**config.mk**
```make
export PLATFORM = sky130hd
export DESIGN_NAME = stopwatch_sequencer
export DESIGN_NICKNAME = d
export VERILOG_FILES = /design/src/rtl/stopwatch_sequencer.sv
export SDC_FILE = /design/constraint.sdc
export NUM_CORES = 1
export LEC_CHECK = 0
export BUFFER_PORTS_ARGS = -buffer_cell sky130_fd_sc_hd__buf_2
export CAP_MARGIN = 20
export CORE_MARGIN = 10
export CORE_UTILIZATION = 35
export CTS_CLUSTER_DIAMETER = 200
export DETAILED_ROUTE_END_ITERATION = 12
export PLACE_DENSITY = 0.62
export SLEW_MARGIN = 40
export SYNTH_ARGS = -nofsm -noshare
export SYNTH_HDL_FRONTEND = slang
export SYNTH_SLANG_ARGS = --single-unit
```
**constraint.sdc**
```tcl
create_clock -name clk -period 3.3 [get_ports clk]
set_input_delay 0.66 -clock clk [delete_from_list [all_inputs] [get_ports clk]]
set_output_delay 0.66 -clock clk [all_outputs]
set_load 0.005 [all_outputs]
```
**src/rtl/stopwatch_sequencer.sv**
```systemverilog
// stopwatch_sequencer
//   Control FSM for a chain of NUM_DIGITS cascaded digit counters (digit 0 is
//   the least significant). Produces the prescaled count tick, the per-digit
//   cascade enables, the shared count direction and the digit clear, and uses
//   the counters' threshold flags to detect carry/borrow and terminal count.
//
// Ports
//   clk             system clock, rising edge
//   rst             synchronous reset, active-low
//   start_stop      one-cycle pulse: start / pause / resume
//   clear           one-cycle pulse: back to IDLE, reload the digits
//   lap             one-cycle pulse: toggle display freeze (RUNNING/PAUSED)
//   mode_down       level, 1 = count down; sampled only in IDLE
//   digit_threshold per-digit flag: digit at BASE-1 (up) or at 0 (down)
//   digit_enable    per-digit count enable
//   up_down         count direction to every digit, 1 = up
//   digit_clear     registered clear to every digit counter
//   display_freeze  holds the display latch while high
//   done            high while in DONE
//   state           IDLE=00, RUNNING=01, PAUSED=10, DONE=11
module stopwatch_sequencer #(
  parameter int NUM_DIGITS   = 4,
  parameter int TICK_DIVISOR = 1000000,
  parameter int DIV_BITS     = 20
) (
  input  logic                  clk,
  input  logic                  rst,
  input  logic                  start_stop,
  input  logic                  clear,
  input  logic                  lap,
  input  logic                  mode_down,
  input  logic [NUM_DIGITS-1:0] digit_threshold,
  output logic [NUM_DIGITS-1:0] digit_enable,
  output logic                  up_down,
  output logic                  digit_clear,
  output logic                  display_freeze,
  output logic                  done,
  output logic [1:0]            state
);

  typedef enum logic [1:0] {
    S_IDLE  = 2'b00,
    S_RUN   = 2'b01,
    S_PAUSE = 2'b10,
    S_DONE  = 2'b11
  } state_t;

  localparam logic [DIV_BITS-1:0] PRE_LAST = DIV_BITS'(TICK_DIVISOR - 1);

  state_t              state_q, state_d;
  logic [DIV_BITS-1:0] pre_q, pre_d;
  logic                up_down_q, up_down_d;
  logic                clr_q, clr_d;
  logic                frz_q, frz_d;
  logic                done_q, done_d;
  logic                tick;
  logic                terminal;

  // Cascade: a digit advances on a tick only when every lower digit sits at
  // its threshold. At terminal count all enables are withheld so the chain
  // saturates instead of wrapping.
  always_comb begin
    logic carry;
    terminal = &digit_threshold;
    tick     = (state_q == S_RUN) && (pre_q == PRE_LAST);
    carry    = tick & ~terminal;
    for (int i = 0; i < NUM_DIGITS; i++) begin
      digit_enable[i] = carry;
      carry           = carry & digit_threshold[i];
    end
  end

  always_comb begin
    state_d   = state_q;
    pre_d     = pre_q;
    up_down_d = up_down_q;
    frz_d     = frz_q;

    case (state_q)
      S_IDLE:  if (start_stop) state_d = S_RUN;
      S_RUN: begin
        if (start_stop)             state_d = S_PAUSE;
        else if (tick && terminal)  state_d = S_DONE;
      end
      S_PAUSE: if (start_stop) state_d = S_RUN;
      default: state_d = S_DONE;
    endcase
    if (clear) state_d = S_IDLE;

    // Prescaler advances on the current state, so a pause still completes
    // the count of the cycle it arrives in; PAUSED keeps the partial period.
    case (state_q)
      S_RUN:   pre_d = (pre_q == PRE_LAST) ? '0 : pre_q + DIV_BITS'(1);
      S_PAUSE: pre_d = pre_q;
      default: pre_d = '0;
    endcase
    if (clear) pre_d = '0;

    // Direction tracks mode_down only while idle; a change forces a reload
    // so the digits start from 0 (up) or BASE-1 (down).
    if (state_q == S_IDLE) up_down_d = ~mode_down;
    clr_d = clear || ((state_q == S_IDLE) && (up_down_q != ~mode_down));

    if ((state_d == S_IDLE) || (state_d == S_DONE))
      frz_d = 1'b0;
    else if (lap && ((state_q == S_RUN) || (state_q == S_PAUSE)))
      frz_d = ~frz_q;

    done_d = (state_d == S_DONE);
  end

  always_ff @(posedge clk) begin
    if (!rst) begin
      state_q   <= S_IDLE;
      pre_q     <= '0;
      up_down_q <= 1'b1;
      clr_q     <= 1'b1;
      frz_q     <= 1'b0;
      done_q    <= 1'b0;
    end else begin
      state_q   <= state_d;
      pre_q     <= pre_d;
      up_down_q <= up_down_d;
      clr_q     <= clr_d;
      frz_q     <= frz_d;
      done_q    <= done_d;
    end
  end

  assign up_down        = up_down_q;
  assign digit_clear    = clr_q;
  assign display_freeze = frz_q;
  assign done           = done_q;
  assign state          = state_q;

endmodule
```
---- Yosys cells after proc, flatten, opt, wreduce, memory -nomap -nowiden ----
Cells that the tools add are included.
word-level totals
  flip-flop bits (word level) ............. 26
  bits in latches ......................... 0
  bits in writable memories ............... 0
  memory bits (read-only) ................. 0
  input bits .............................. 10
  output and inout bits ................... 10
  word-level logic and storage cells ...... 40
  memories ................................ 0
cells by class
  $add $sub $neg .......................... 1
  multiply operators ...................... 0
  div/mod/pow operators ................... 0
  $lt $le $gt $ge ......................... 0
  equality and inequality tests ........... 5
  shift-type cells ........................ 0
  multiplexer cells ....................... 7
  bitwise logic cells ..................... 8
  reduce and logical (&&, ||, !) cells .... 13
operators by type and width
  cell                                                                   count
  20-bit one-hot mux with 2 select lines                                 1
  20-bit by 1-bit adder with 20-bit output, second input constant        1
  20-bit equality test, second input constant                            1
  20-bit 2-to-1 mux                                                      1
  2-bit 2-to-1 mux                                                       4
  2-bit OR reduction                                                     3
  1-bit bitwise AND                                                      4
  2-bit equality test, second input constant                             2
  1-bit logical AND                                                      4
  2-bit zero test                                                        2
  1-bit inverter                                                         4
  2-bit one-hot mux with 2 select lines                                  1
  4-bit AND reduction                                                    1
  1-bit logical OR                                                       3
  2-bit by 1-bit equality test with 1-bit output, second input constant  1
  1-bit != test                                                          1

---- Logic depth before layout (Yosys ltp) ----
  depth after elaboration ................. 10
  gate-level depth with buffers ........... 9
  mapped depth without buffers ............ 9

---- Worst setup path before layout ----
Ideal clock, no wire load.
  kind .................................... register to output
  start point ............................. register pre_q[0]
  end point ............................... output digit_enable[3]
  data arrival time ....................... 1605 ps
  data required time ...................... 2640 ps
  slack ................................... 1035 ps
  stages on the path, launching flop included .. 7
  buffers on the path ..................... 0
  path through ............................ dfxtp_1 -> ha_1 -> and4_2 -> nand2_1 -> nor3_1 -> nor3b_2 -> and4_1
on the way
  cells in the longest elaborated chain, start to end .. 6
ends and longest elaborated chain
  item                             RTL line  RTL
  from (decl)                      51        logic [DIV_BITS-1:0] pre_q, pre_d;
  from (signal assigned)           122       pre_q <= pre_d;
  20-bit equality test             65        tick = (state_q == S_RUN) && (pre_q == PRE_LAST);
  1-bit logical AND                65
  1-bit bitwise AND                66        carry = tick & ~terminal;
  named net digit_enable[0]        33        output logic [NUM_DIGITS-1:0] digit_enable,
  1-bit bitwise AND (3 in series)  69        carry = carry & digit_threshold[i];
  to (decl)                        33
The timed path passes the listed nets, and every way through them passes these cells.

---- Final worst setup path ----
  start point ............................. register pre_q[0]
  end point ............................... output digit_enable[3]
on the way
  cells in the longest elaborated chain, start to end .. 6
ends and longest elaborated chain
  item                             RTL line
  20-bit equality test             65
  1-bit logical AND                65
  1-bit bitwise AND                66
  1-bit bitwise AND (3 in series)  69
Every way passes these cells.

==> results.cfg <==
[status]
status = completed

[place]
io_buffer_count = 19
dp_hpwl_microns = 2513
place_congestion = 0.7977
dp_cells = 244
post-place-ws_ns = 0.8095

[floorplan]
io_pins = 20
die_x_microns = 84.81
die_height_microns = 84.81
core_area_sq_mm = 0.004029
initial_utilization_pct = 36.49
core.rowCount = 23
dieArea_sq_mm = 0.007193

[sta]
setup_tns_ns = 0
drv_slew = 0
fin_ws_ns = 0.5052
max_freq_mhz = 357.8
fin_crit_sh_pct = 84.69
max_slew_margin_pct = 66.07
setup_viol = 0
hold_viol_final = 0
worst_pin_slew_ns = 0.5060
fin_crit_ns = 2.795
fin_skew_ns = 0.008032
rsz0062_at_grt = false

[power]
ir_drop_v = 0.0002023
cellPowerDensity_mw_per_mm2 = 349.1
total_power_uw = 581.8
cellLeakagePower_nw = 0.5569

[drt]
drc_errors = 0
vias_per_cell = 5.399
wl_microns = 3316
first_pass_iters = 4
vias = 1339
routedWlPerCell_microns = 13.37
drtIter0Drc = 72
final_antenna_net_count = 0

[final_layout]
nFillCells = 416
most-common-layout-cells = dfxtp_1 (26), nor2_1 (22), buf_2 (19)
diodes = 0
fin_nets = 215
multi_input_area_sq_um = 903.4
area.sequential_sq_um = 520.5
mostFrequentLayoutCell = dfxtp_1
fin_cells = 248
syn2layout_area_growth_pct = 13.36
layout-drive-gt1-share_pct = 17.17

[global_route]
grt_pass1_wl_microns = 5671
grtUsageMet3_pct = 2.772
grt_max_degree = 22
grt_pass1_vias = 1239
antenna_found_initial = 0
met2_usage_pct = 14.21
grt.overflow.total = 0
top_usage_layer = met2
grt_usage_pct = 9.312
met1_usage_pct = 11.80

[clock_network]
htreeDepth = 1
path_clk_slew_ns = 0.10
clk_path_buf_depth = 2
cts_hold_buf = 0
cts_tree = built
postCtsSetupBuffers = 0
numCtsBuffers = 3
cts_resized = 0
root_buffer = clkbuf_8
clk-insertion-delay-late_ns = 0.28
cts_sinks = 26

[synth]
synthCells = 179
syn_nets = 195
synth_cell_types = 43
seq_area_frac_synth_pct = 35.40
ys_warn_count = 0
postSynthAreaPerCell_sq_um = 8.213
syn_area_sq_mm = 0.001470
synth_edf_count = 0
async_reset_ff_share_pct = 0
synth_ff_type = dfxtp_1
ys_ff_latch = 26

[job]
drv_cap = 0

[min_path]
min_path_type = register to register

[setup_path]
arrival_ns = 2.13
crit_type = register to primary output
end_kind = primary output
cp-start-kind = register
critical_path_peak_fanout = 6
critical_path_required_ns = 2.64
## Yosys cell counts (all sizes together) (4+ instances only)
cell | n | area share, %
a21oi | 9 | 3.1
a31oi | 4 | 1.7
and4 | 4 | 2.5
dfxtp | 26 | 35
ha | 6 | 5.1
inv | 6 | 1.5
nand2 | 17 | 4.3
nand3 | 13 | 4.4
nand4 | 6 | 3.0
nor2 | 22 | 5.6
nor3 | 11 | 3.7
nor4 | 4 | 2.1
o21ai | 4 | 2.1
xnor2 | 11 | 6.6
## metrics by stage
stage	area (sq um)	util [%]	hold slack [ns]
floorplan	1470	-	0.4703
global placement	1612	40.00	0.4843
detailed placement	1612	40.00	0.4896
CTS	1667	41.37	0.5053
global route	1667	41.37	0.5427
finish	1667	41.37	0.5021
## per-layer routing
metal	wire, microns	vias to the layer above	share of wire (%)
met2	1475	20	44
li1	-	693	-
met3	130	6	3.9
met1	1638	620	49
met4	71	0	2.1
met5	0	-	0
## worst max-delay path, cell delays in order, from the launching register on
cell and delay, ns:
dfxtp_1 0.39, ha_1 0.27, and4_2 0.26, nand2_1 0.13, nor3_1 0.21, nor3b_2 0.27, and4_1 0.22, buf_2 0.11
## worst paths after layout
path,start,to,slack (ns),cells after the start
hold reg to reg,pre_q[1],pre_q[1],0.50,2
hold / removal,pre_q[1],pre_q[1],0.50,2
setup / recovery,pre_q[0],digit_enable[3],0.51,7
setup reg to reg,state[0],pre_q[19],1.07,8
## power breakdown
part	internal, mW	switching (mW)
Combinational	0.0211	0.0286
Sequential	0.317	0.00284
Clock	0.107	0.105
Total	0.445	0.137
## final cells by class
class                   instances  area share, %
flip-flops and latches         26          31.23
well taps                      50          3.754
multi-input cells             142          54.20
repair buffers                 20          6.156
inverters                       6          1.351
clock buffers                   4          3.303
## cells by family (layout without fill, tap and decap cells)
kind of cell / count (synthesis) / count (layout) / share of synthesized area, %
fa+ha+maj: 6 / 6 / 5.106
buf+inv: 11 / 30 / 3.149
compound gates: 25 / 25 / 12.09
xor+xnor: 11 / 11 / 6.553
simple gates: 100 / 100 / 37.70
flops: 26 / 26 / 35.40
## sequential cells by signal (all words and copies together) (netlist names)
signal	cells
done	1
display_freeze	1
state	2
digit_clear	1
up_down	1
pre_q	20
Note: power is estimated with default switching activity, not from simulation.
